`src/rtl/mem_stage_lsu.sv`:
```
`default_nettype none
// ============================================================================
// Module   : mem_stage_lsu
// Brief    : MEM-stage load/store unit: req/gnt/rvalid data port, byte lanes,
//            load extension and pipeline stall while a bus op is outstanding.
// Revision : 1.0 - initial release
// ============================================================================
module mem_stage_lsu #(
  parameter int TIMEOUT_CYCLES = 64
) (
  input  logic        clk,
  input  logic        reset,
  input  logic        mem_rd_i,
  input  logic        mem_wr_i,
  input  logic        kill_i,
  input  logic [2:0]  funct3_i,
  input  logic [31:0] alu_out_i,
  input  logic [31:0] rs2_data_i,
  output logic        dmem_req_o,
  output logic        dmem_we_o,
  output logic [31:0] dmem_addr_o,
  output logic [3:0]  dmem_be_o,
  output logic [31:0] dmem_wdata_o,
  input  logic        dmem_gnt_i,
  input  logic        dmem_rvalid_i,
  input  logic [31:0] dmem_rdata_i,
  output logic [31:0] mem_data_o,
  output logic        stall_o,
  output logic        misalign_o,
  output logic        bus_err_o
);

  localparam int               CNT_W    = $clog2(TIMEOUT_CYCLES) + 1;
  localparam logic [CNT_W-1:0] CNT_LAST = CNT_W'(TIMEOUT_CYCLES - 1);
  localparam logic [CNT_W-1:0] CNT_ONE  = CNT_W'(1);

  typedef enum logic [1:0] {
    ST_IDLE   = 2'd0,
    ST_REQ    = 2'd1,
    ST_WAIT_R = 2'd2,
    ST_DONE   = 2'd3
  } state_t;

  state_t            state_q, state_d;
  logic [31:0]       addr_q, addr_d;
  logic              we_q, we_d;
  logic [3:0]        be_q, be_d;
  logic [31:0]       wdata_q, wdata_d;
  logic [2:0]        funct3_q, funct3_d;
  logic [31:0]       mem_data_q, mem_data_d;
  logic [CNT_W-1:0]  cnt_q, cnt_d;
  logic              bus_err_q, bus_err_d;

  logic              op;
  logic              misaligned;
  logic [3:0]        launch_be;
  logic [31:0]       launch_wdata;
  logic [31:0]       rdata_shifted;
  logic [31:0]       load_ext;

  // Reset suppresses launch so no stall or misalign pulse escapes during reset.
  assign op         = (mem_rd_i | mem_wr_i) & ~kill_i & ~reset;
  assign misaligned = ((funct3_i[1:0] == 2'b01) & alu_out_i[0]) |
                      ((funct3_i[1:0] == 2'b10) & (alu_out_i[1:0] != 2'b00));

  always_comb begin
    launch_be    = 4'b1111;
    launch_wdata = rs2_data_i;
    case (funct3_i[1:0])
      2'b00: begin
        launch_be    = 4'b0001 << alu_out_i[1:0];
        launch_wdata = {4{rs2_data_i[7:0]}};
      end
      2'b01: begin
        launch_be    = 4'b0011 << alu_out_i[1:0];
        launch_wdata = {2{rs2_data_i[15:0]}};
      end
      default: begin
        launch_be    = 4'b1111;
        launch_wdata = rs2_data_i;
      end
    endcase
  end

  assign rdata_shifted = dmem_rdata_i >> {addr_q[1:0], 3'b000};

  always_comb begin
    load_ext = dmem_rdata_i;
    case (funct3_q)
      3'b000:  load_ext = {{24{rdata_shifted[7]}}, rdata_shifted[7:0]};
      3'b100:  load_ext = {24'd0, rdata_shifted[7:0]};
      3'b001:  load_ext = {{16{rdata_shifted[15]}}, rdata_shifted[15:0]};
      3'b101:  load_ext = {16'd0, rdata_shifted[15:0]};
      default: load_ext = dmem_rdata_i;
    endcase
  end

  always_comb begin
    state_d    = state_q;
    addr_d     = addr_q;
    we_d       = we_q;
    be_d       = be_q;
    wdata_d    = wdata_q;
    funct3_d   = funct3_q;
    mem_data_d = mem_data_q;
    cnt_d      = cnt_q;
    bus_err_d  = 1'b0;
    stall_o    = 1'b0;
    misalign_o = 1'b0;
    dmem_req_o = 1'b0;
    case (state_q)
      ST_IDLE: begin
        if (op) begin
          if (misaligned) begin
            misalign_o = 1'b1;
          end else begin
            stall_o  = 1'b1;
            addr_d   = alu_out_i;
            we_d     = mem_wr_i;
            be_d     = launch_be;
            wdata_d  = launch_wdata;
            funct3_d = funct3_i;
            cnt_d    = '0;
            state_d  = ST_REQ;
          end
        end
      end
      ST_REQ: begin
        stall_o    = 1'b1;
        dmem_req_o = 1'b1;
        cnt_d      = cnt_q + CNT_ONE;
        if (dmem_gnt_i) begin
          state_d = we_q ? ST_DONE : ST_WAIT_R;
        end else if (cnt_q == CNT_LAST) begin
          bus_err_d  = 1'b1;
          mem_data_d = '0;
          state_d    = ST_DONE;
        end
      end
      ST_WAIT_R: begin
        stall_o = 1'b1;
        cnt_d   = cnt_q + CNT_ONE;
        if (dmem_rvalid_i) begin
          mem_data_d = load_ext;
          state_d    = ST_DONE;
        end else if (cnt_q == CNT_LAST) begin
          bus_err_d  = 1'b1;
          mem_data_d = '0;
          state_d    = ST_DONE;
        end
      end
      ST_DONE: begin
        // One unstalled cycle lets the finished op advance; never relaunch here.
        state_d = ST_IDLE;
      end
      default: state_d = ST_IDLE;
    endcase
  end

  always_ff @(posedge clk) begin
    if (reset) begin
      state_q    <= ST_IDLE;
      addr_q     <= '0;
      we_q       <= 1'b0;
      be_q       <= '0;
      wdata_q    <= '0;
      funct3_q   <= '0;
      mem_data_q <= '0;
      cnt_q      <= '0;
      bus_err_q  <= 1'b0;
    end else begin
      state_q    <= state_d;
      addr_q     <= addr_d;
      we_q       <= we_d;
      be_q       <= be_d;
      wdata_q    <= wdata_d;
      funct3_q   <= funct3_d;
      mem_data_q <= mem_data_d;
      cnt_q      <= cnt_d;
      bus_err_q  <= bus_err_d;
    end
  end

  assign dmem_we_o    = dmem_req_o & we_q;
  assign dmem_addr_o  = dmem_req_o ? {addr_q[31:2], 2'b00} : 32'd0;
  assign dmem_be_o    = dmem_req_o ? be_q : 4'd0;
  assign dmem_wdata_o = dmem_req_o ? wdata_q : 32'd0;
  assign mem_data_o   = mem_data_q;
  assign bus_err_o    = bus_err_q;

endmodule
`default_nettype wire

```
`config.mk`:
```
export PLATFORM = sky130hd
export DESIGN_NAME = mem_stage_lsu
export DESIGN_NICKNAME = d
export VERILOG_FILES = /design/src/rtl/mem_stage_lsu.sv
export SDC_FILE = /design/constraint.sdc
export NUM_CORES = 1
export LEC_CHECK = 0
export CAP_MARGIN = 15
export CELL_PAD_IN_SITES_DETAIL_PLACEMENT = 0
export CELL_PAD_IN_SITES_GLOBAL_PLACEMENT = 1
export CORE_ASPECT_RATIO = 1.25
export CORE_UTILIZATION = 30
export DETAILED_ROUTE_END_ITERATION = 6
export PLACE_DENSITY_LB_ADDON = 0.1
export SLEW_MARGIN = 20
export SYNTH_ARGS = -nofsm -noshare
export SYNTH_HDL_FRONTEND = slang
export SYNTH_SLANG_ARGS = --single-unit
```
`constraint.sdc`:
```
create_clock -name clk -period 4.5 [get_ports clk]
set_input_delay 1.35 -clock clk [delete_from_list [all_inputs] [get_ports clk]]
set_output_delay 1.35 -clock clk [all_outputs]
set_load 0.01 [all_outputs]
```
# Yosys cells after proc, flatten, opt, wreduce, memory -nomap -nowiden
# Cells that the tools add are included.
[totals] in_bits=106 out_inout_bits=105 regBits=114 wordCells=77
[classes] eq_ne=12 mux=31 n_reduce_logical=11 n_bitwise=10 shifts=3 addsub=1
[ops] cell="$mux W32" count=5
[ops] cell="$pmux W32 S2" count=2
[ops] cell="$pmux W32 S4" count=1
[ops] cell="$shr A32 B5 Y16" count=1
[ops] cell="$mux W7" count=2
[ops] cell="$pmux W7 S2" count=1
[ops] cell="$mux W1" count=10
[ops] cell="$mux W2" count=5
[ops] cell="$pmux W2 S4" count=1
[ops] cell="$pmux W4 S2" count=1
[ops] cell="$add A7 B1 Y7 const B" count=1
[ops] cell="$eq A7 B6 Y1 const B" count=1
[ops] cell="$eq A2 B2 Y1 const B" count=3
[ops] cell="$eq A3 B3 Y1 const B" count=2
[ops] cell="$ne A2 B2 Y1 const B" count=3
[ops] cell="$reduce_and A3 Y1" count=2
[ops] cell="$reduce_bool A2 Y1" count=3
[ops] cell="$and A1 B1 Y1" count=5
[ops] cell="$eq A2 B1 Y1 const B" count=2
[ops] cell="$logic_not A2 Y1" count=2
[ops] cell="$mux W4" count=1
[ops] cell="$pmux W1 S2" count=2
[ops] cell="$reduce_and A2 Y1" count=2
[ops] cell="$shl A1 B2 Y4 const A" count=1
[ops] cell="6 further kinds" count=9

# Depth between registers and ports, before layout
# Gate-level depths: netlist of the first run.
[depth] word_depth=6 ltp_mapped=10

# Worst setup path after synthesis of the first run
# No wires, ideal clock.
[synth_path] kind="input-to-output" from="input kill_i" to="output stall_o" t_required_ns=3.150 n_path_buf=3 stages=7 arrival_ns=2.697 slack_ns=0.453 cell_sequence="or4_1 -> buf_2 -> nor2_2 -> buf_2 -> buf_4 -> nor2_1 -> nor2_1"
[synth_via] elab_chain_cells=5
[synth_lines] item="from (decl)" line_no="15" text="input logic kill_i,"
[synth_lines] item="$not A1 Y1" line_no="62" text="assign op = (mem_rd_i | mem_wr_i) & ~kill_i & ~reset;"
[synth_lines] item="$and A1 B1 Y1 (2 in series)" line_no="62"
[synth_lines] item="$mux W1" line_no="113" text="if (op) begin"
[synth_lines] item="$pmux W1 S2" line_no="111" text="case (state_q)"
[synth_lines] item="to (decl)" line_no="28" text="output logic stall_o,"
# Every way passes these cells.

# Worst setup path in the final report of the first run
[layout_path] from="input mem_wr_i" to="output stall_o"
[layout_via] elab_chain_cells=5
[layout_lines] item="from (decl)" line_no="14" text="input logic mem_wr_i,"
[layout_lines] item="$or A1 B1 Y1" line_no="62"
[layout_lines] item="$and A1 B1 Y1 (2 in series)" line_no="62"
[layout_lines] item="$mux W1" line_no="113"
[layout_lines] item="$pmux W1 S2" line_no="111"
# Every way passes these cells.

==> results of run 1 <==
-- flip-flops by register name, indices dropped and copies added (netlist names) --
register / flops
wdata_q: 32
cnt_q: 7
funct3_q: 3
bus_err_o: 1
we_q: 1
be_q: 4
addr_q: 32
state_q: 2
mem_data_o: 32
-- report_power, final --
group | switching [mW] | total (mW) | internal [mW]
Clock | 0.467 | 1.43 | 0.960
Combinational | 0.251 | 0.464 | 0.213
Sequential | 0.0293 | 1.08 | 1.05
-- worst paths after layout --
path	cells past startpoint	end	startpoint
setup reg to reg	7	mem_data_o[14]$_SDFFE_PP0P_	state_q[1]$_SDFFE_PP0P_
hold / removal	2	addr_q[5]$_SDFFE_PP0P_	addr_q[5]$_SDFFE_PP0P_
hold reg to reg	2	addr_q[5]$_SDFFE_PP0P_	addr_q[5]$_SDFFE_PP0P_
setup / recovery	7	stall_o	mem_wr_i
-- timing repair --
| action | 4_1_cts | 5_1_grt |
|---|---|---|
| resized for setup | 3 | 0 |
| setup buffers | 0 | 0 |
| endpoints found under the setup margin | 2 | 0 |
-- per-stage QoR --
stage	util, %	hold WS (ns)	instance area (µm²)	power, mW	setup TNS, ns
after global routing	46.8	0.471	8530	3.10	0
after global placement	43.3	0.437	7900	1.57	-0.178
final	46.8	0.446	8530	2.97	0
after floorplan	-	0.432	5640	1.34	0
after detailed placement	43.3	0.443	7900	1.57	-0.155
after CTS	46.8	0.450	8530	3.02	0
-- critical path, stage by stage --
cell,delay [ns]
clkdlybuf4s50_1,0.48
nor2_1,0.07
or4_4,0.45
nor2_4,0.11
nor2_1,0.05
nor2_1,0.11
dlygate4sd2_1,0.28
-- logic make-up (layout without fill, tap and decap cells) --
logic type                 count (synthesis)  in the layout  synth area share, %
adders and majority gates                  8              8                 1.73
muxes                                     20             20                 3.80
AOI/OAI and AO/OA                        183            183                 21.7
xor gates and xnor gates                   1              1                0.155
buffers and inverters                     67            267                 5.35
other                                      1              2               0.0665
and+or+nand+nor                          310            310                 26.7
DFF                                      114            114                 40.5
-- per-layer routing --
layer / GRT usage [%] / routed length (µm)
met1: 22.1 / 7750
met2: 33.8 / 9270
met3: 5.74 / 1180
met4: 6.31 / 165
met5: 0 / 0
-- area by class of cell --
| cell class | instances | area share (%) |
|---|---|---|
| clock buffers | 20 | 5.47 |
| multi-input cells | 524 | 36.0 |
| flip-flops and latches | 114 | 26.8 |
| repair buffers | 229 | 26.2 |
| well taps | 228 | 3.35 |
| inverters | 8 | 0.352 |
| clock inverters | 10 | 1.85 |
-- Yosys cell counts, types with 2 or more instances --
| cell | n | share of area, % |
|---|---|---|
| o21ai_0 | 22 | 2.0 |
| mux2i_1 | 11 | 2.0 |
| o211ai_1 | 7 | 0.93 |
| a221o_1 | 8 | 1.4 |
| nand3b_1 | 2 | 0.27 |
| o311ai_0 | 2 | 0.31 |
| a21oi_1 | 65 | 5.8 |
| dfxtp_1 | 114 | 40 |
| o221ai_1 | 6 | 0.93 |
| clkbuf_1 | 38 | 2.5 |
| or3_1 | 3 | 0.33 |
| nand2_1 | 169 | 11 |
| a22oi_1 | 16 | 2.1 |
| nor2b_1 | 3 | 0.33 |
| inv_1 | 7 | 0.47 |
| nor2_1 | 31 | 2.1 |
| a22o_1 | 17 | 2.6 |
| ha_1 | 7 | 1.6 |
| nand2b_1 | 6 | 0.67 |
| mux2_2 | 8 | 1.6 |
| buf_6 | 2 | 0.40 |
| o2bb2ai_1 | 2 | 0.31 |
| nand3_1 | 3 | 0.27 |
| buf_2 | 10 | 0.89 |
| buf_1 | 3 | 0.20 |
| or4_1 | 2 | 0.27 |
| and2_1 | 66 | 7.3 |
| o21ai_1 | 12 | 1.1 |
| nor3_1 | 3 | 0.27 |
| and3_1 | 10 | 1.1 |
| a311oi_1 | 9 | 1.4 |
| o32ai_1 | 2 | 0.31 |
| buf_4 | 6 | 0.80 |
==> results.yml, run 1 <==
setup_path:
  worst_ep_arrival_time_ns: 2.89
  cp-start-kind: "input pin"
  endpoint_kind: "primary output"
  worstSetupPathType: "in2out"
  critPathMaxFanout: 2
  critPathRequiredTime_ns: 3.15
  rrSetupSlack_ns: 1.47
cts:
  cts_sinks: 114
  cts_tree: "done"
  numCtsBuffers: 17
  cts_buffer_depth: 2
  cts_hold_buffers: 0
  htreeDepth: 4
  clock_latency_ns: 0.41
  path_clk_slew_ns: 0.05
  cts_root_buf: "clkbuf_16"
cells_and_area:
  ff_latch_area_mm2: 0.00228
  final_cell_mix: "clkdlybuf4s50_1, nand2_1, dfxtp_1"
  multi_input_area_mm2: 0.00307
  final_cells: 1133
  fillers: 1782
  area_growth_pct: 51.3
  diodes: 0
  final_common_cell: "clkdlybuf4s50_1"
  finalNetCount: 1007
  layout-drive-gt1-share_pct: 8.62
detailed_routing:
  first_pass_iters: 4
  routed_via_density: 4.90
  vias: 5556
  avgRoutedWirePerCell_um: 16.2
  routed_wl_um: 18400
  ant_nets: 0
  drt_iter0_markers: 314
  drc_errors: 0
floorplanning:
  io_pins: 211
  die_height_um: 155
  start_util_pct: 30.9
  die_w_um: 125
  core_mm2: 0.0182
  dieArea_mm2: 0.0193
  fp-row-count: 55
timing:
  slew_headroom_pct: 37.8
  finalMaxSlewViolations: 0
  fin_crit_ns: 4.24
  hold_viol: 0
  fin_skew_ns: 0.00892
  setup_viol: 0
  fmax_ghz: 0.236
  setup_slack_ns: 0.256
  finalCritPeriodShare_pct: 94.3
  rsz0062_at_grt: "false"
  tightest_slew_ns: 0.933
run:
  drv_cap: 0
global_route:
  grt-ovfl-total: 0
  grt_max_degree: 73
  grt_pass1_vias: 5626
  grt_pass1_wl_um: 29500
  antenna_found_initial: 0
  grt_use_total_pct: 19.2
synthesis:
  synthArstFlopShare_pct: 0
  yosysSeqAreaShare_pct: 40.5
  netlist_instances: 704
  ys_warn_count: 0
  synth_seq_cells: 114
  synth_cell_types: 65
  syn_area_mm2: 0.00564
  syn_avg_cell_area_um2: 8.00
  synth_edf_count: 0
  synth_ff_type: "dfxtp_1"
placement:
  portBuffers: 208
  pre_cts_ws_ns: -0.0840
  gp_congestion: 0.772
  hpwlAfterDp_um: 13000
  dp.cells: 1103
power_and_ir_drop:
  power_leakage_nw: 3.08
  p_per_area_mw_per_mm2: 349
  ir_drop_uv: 221
hold_path:
  worstHoldPathType: "reg2reg"
status:
  status: "completed"
Power figures use the tool's default switching activity.
==> run 2, diff against run 1 <==
--- a/config.mk
+++ b/config.mk
@@ -11,6 +11,7 @@
 export CORE_ASPECT_RATIO = 1.25
 export CORE_UTILIZATION = 30
 export DETAILED_ROUTE_END_ITERATION = 6
+export GPL_TIMING_DRIVEN = 0
 export PLACE_DENSITY_LB_ADDON = 0.1
 export SLEW_MARGIN = 20
 export SYNTH_ARGS = -nofsm -noshare
==> run 2 against run 1 <==
- via count is 5.4% higher
- fmax is 4.0% lower
- utilization is 0.75 points higher
- wire length is 10% higher
- sequential share of layout area is 0.43 points lower
- non-clock buffer count is 37 higher
- combinational power is 8.0% higher
- worst setup slack worse by 0.18 ns
- cell area is 1.6% higher
- global-route usage is 2.0 points higher
- clock power hardly changed
- largest cell class unchanged
==> results.yml, run 2 (synthesized netlist as in run 1, its figures left out) <==
status:
  status: "completed"
power_and_ir_drop:
  ir_drop_uv: 263
  power_mw: 3.02
  p_per_area_mw_per_mm2: 349
  power_leakage_nw: 3.13
global_route:
  grt_pass1_wl_um: 31900
  grt-ovfl-total: 0
  grt_pass1_vias: 6015
  grt_use_total_pct: 21.1
  grt.met1_usage_pct: 23.1
  antenna_found_initial: 0
  use_met2_pct: 38.7
  grt_max_degree: 19
  grt_util_met3_pct: 5.36
  busiest_layer: "met2"
setup_path:
  cp_slowest_cell: "clkdlybuf4s50_1"
  path_delay_family: "buffers and inverters"
  critPathMaxFanout: 7
  cpPeakStageDelay_ns: 0.47
  critPathRequiredTime_ns: 3.15
  worstSetupPathType: "in2out"
  cpMostUsedCell: "nor2_1"
  path_cells: "clkdlybuf4s50_1 > nor2_1 > or4_4 > buf_6 > nor2_4 > buf_12 > nor2_1 > nor2_1 > buf_2"
  endpoint_kind: "primary output"
  cp-start-kind: "input pin"
  worst_ep_arrival_time_ns: 3.07
  worstPathBufferInverterCount: 4
detailed_routing:
  drt_iter0_markers: 247
  first_pass_iters: 6
  ant_nets: 0
  routed_wl_um: 20200
  vias: 5856
  avgRoutedWirePerCell_um: 17.2
  drc_errors: 0
  routed_via_density: 5.00
floorplanning:
  die_height_um: 155
  io_pins: 211
  dieArea_mm2: 0.0193
  fp-row-count: 55
  die_w_um: 125
  core_mm2: 0.0182
  start_util_pct: 30.9
cells_and_area:
  multi_input_area_mm2: 0.00308
  stdcell_area_mm2: 0.00866
  diodes: 0
  ff_latch_area_mm2: 0.00228
  fillers: 1816
  final_common_cell: "clkdlybuf4s50_1"
  utilization_pct: 47.5
  area_growth_pct: 53.7
  layout-drive-gt1-share_pct: 8.05
  finalNetCount: 1044
  final_cell_mix: "clkdlybuf4s50_1, nand2_1, dfxtp_1"
timing:
  setup_slack_ns: 0.0777
  fin_crit_ns: 4.42
  setup_viol: 0
  fin_skew_ns: 0.00622
  rsz0062_at_grt: "false"
  tightest_slew_ns: 0.689
  finalCritPeriodShare_pct: 98.3
  fmax_ghz: 0.226
  slew_headroom_pct: 54.1
  hold-worst-slack_ns: 0.448
  finalMaxSlewViolations: 0
  hold_viol: 0
cts:
  htreeDepth: 4
  cts_sinks: 114
  cts_buffer_depth: 2
  path_clk_slew_ns: 0.05
  cts_root_buf: "clkbuf_16"
  cts_tree: "done"
  cts_hold_buffers: 0
  clock_latency_ns: 0.42
  numCtsBuffers: 17
placement:
  detailed_place.area_mm2: 0.00799
  gp_congestion: 0.787
  portBuffers: 206
  pre_cts_ws_ns: -0.942
  hpwlAfterDp_um: 15800
run:
  drv_cap: 0
hold_path:
  worstHoldPathType: "reg2reg"
## run 2: cell count changes in the layout (fill, tap and decap cells not counted), sizes merged
cell | previous run | this run
dlygate4sd2 | 2 | 4
clkbuf | 20 | 60
buf | 22 | 23
clkdlybuf4s50 | 205 | 201
clkinvlp | 3 | 2
clkinv | 3 | 4
## run 2: final cells by class
cell class	count	area share [%]
buffer	58	3.31
clock buffer	22	5.47
clock inverter	10	1.79
inverter	8	0.347
multi-input combinational	524	35.6
sequential	114	26.3
tap	228	3.29
timing repair buffer	208	23.9
## run 2: timing repair
item	4_1_cts	5_1_grt
setup endpoints to repair	14	1
gates cloned	0	0
setup buffers	2	0
gates resized for setup	16	3
pin swaps	1	3
## run 2: final timing paths
check | from | endpoint | slack (ns) | cells past startpoint
setup reg to reg | state_q[1]$_SDFFE_PP0P_ | mem_data_o[26]$_SDFFE_PP0P_ | 1.84 | 9
hold / removal | addr_q[31]$_SDFFE_PP0P_ | addr_q[31]$_SDFFE_PP0P_ | 0.45 | 2
setup / recovery | mem_rd_i | stall_o | 0.08 | 9
hold reg to reg | addr_q[31]$_SDFFE_PP0P_ | addr_q[31]$_SDFFE_PP0P_ | 0.45 | 2
## run 2: layer usage
layer,share of wire (%),vias to the layer above
met5,0,-
met4,2.6,0
met3,5.3,30
met2,51,189
met1,41,2742
li1,-,2895
## run 2: report_power, final
part / internal (mW) / switching, mW / leakage, nW
Combinational: 0.219 / 0.282 / 1.90
Clock: 0.966 / 0.483 / 0.306
Sequential: 1.05 / 0.0218 / 0.924
Total: 2.24 / 0.787 / 3.13
## run 2: through the flow
step | cells | setup TNS [ns]
2_1_floorplan | 705 | 0
3_3_place_gp | 1139 | -1.09
3_5_place_dp | 1139 | -1.06
4_1_cts | 1172 | -0.0260
5_1_grt | 1172 | 0
6_report | 1172 | 0
## run 2: tightest hold or removal path: stages, from the launching register on
cell,delay [ns]
dfxtp_1,0.30
nand2_1,0.05
a21oi_1,0.05
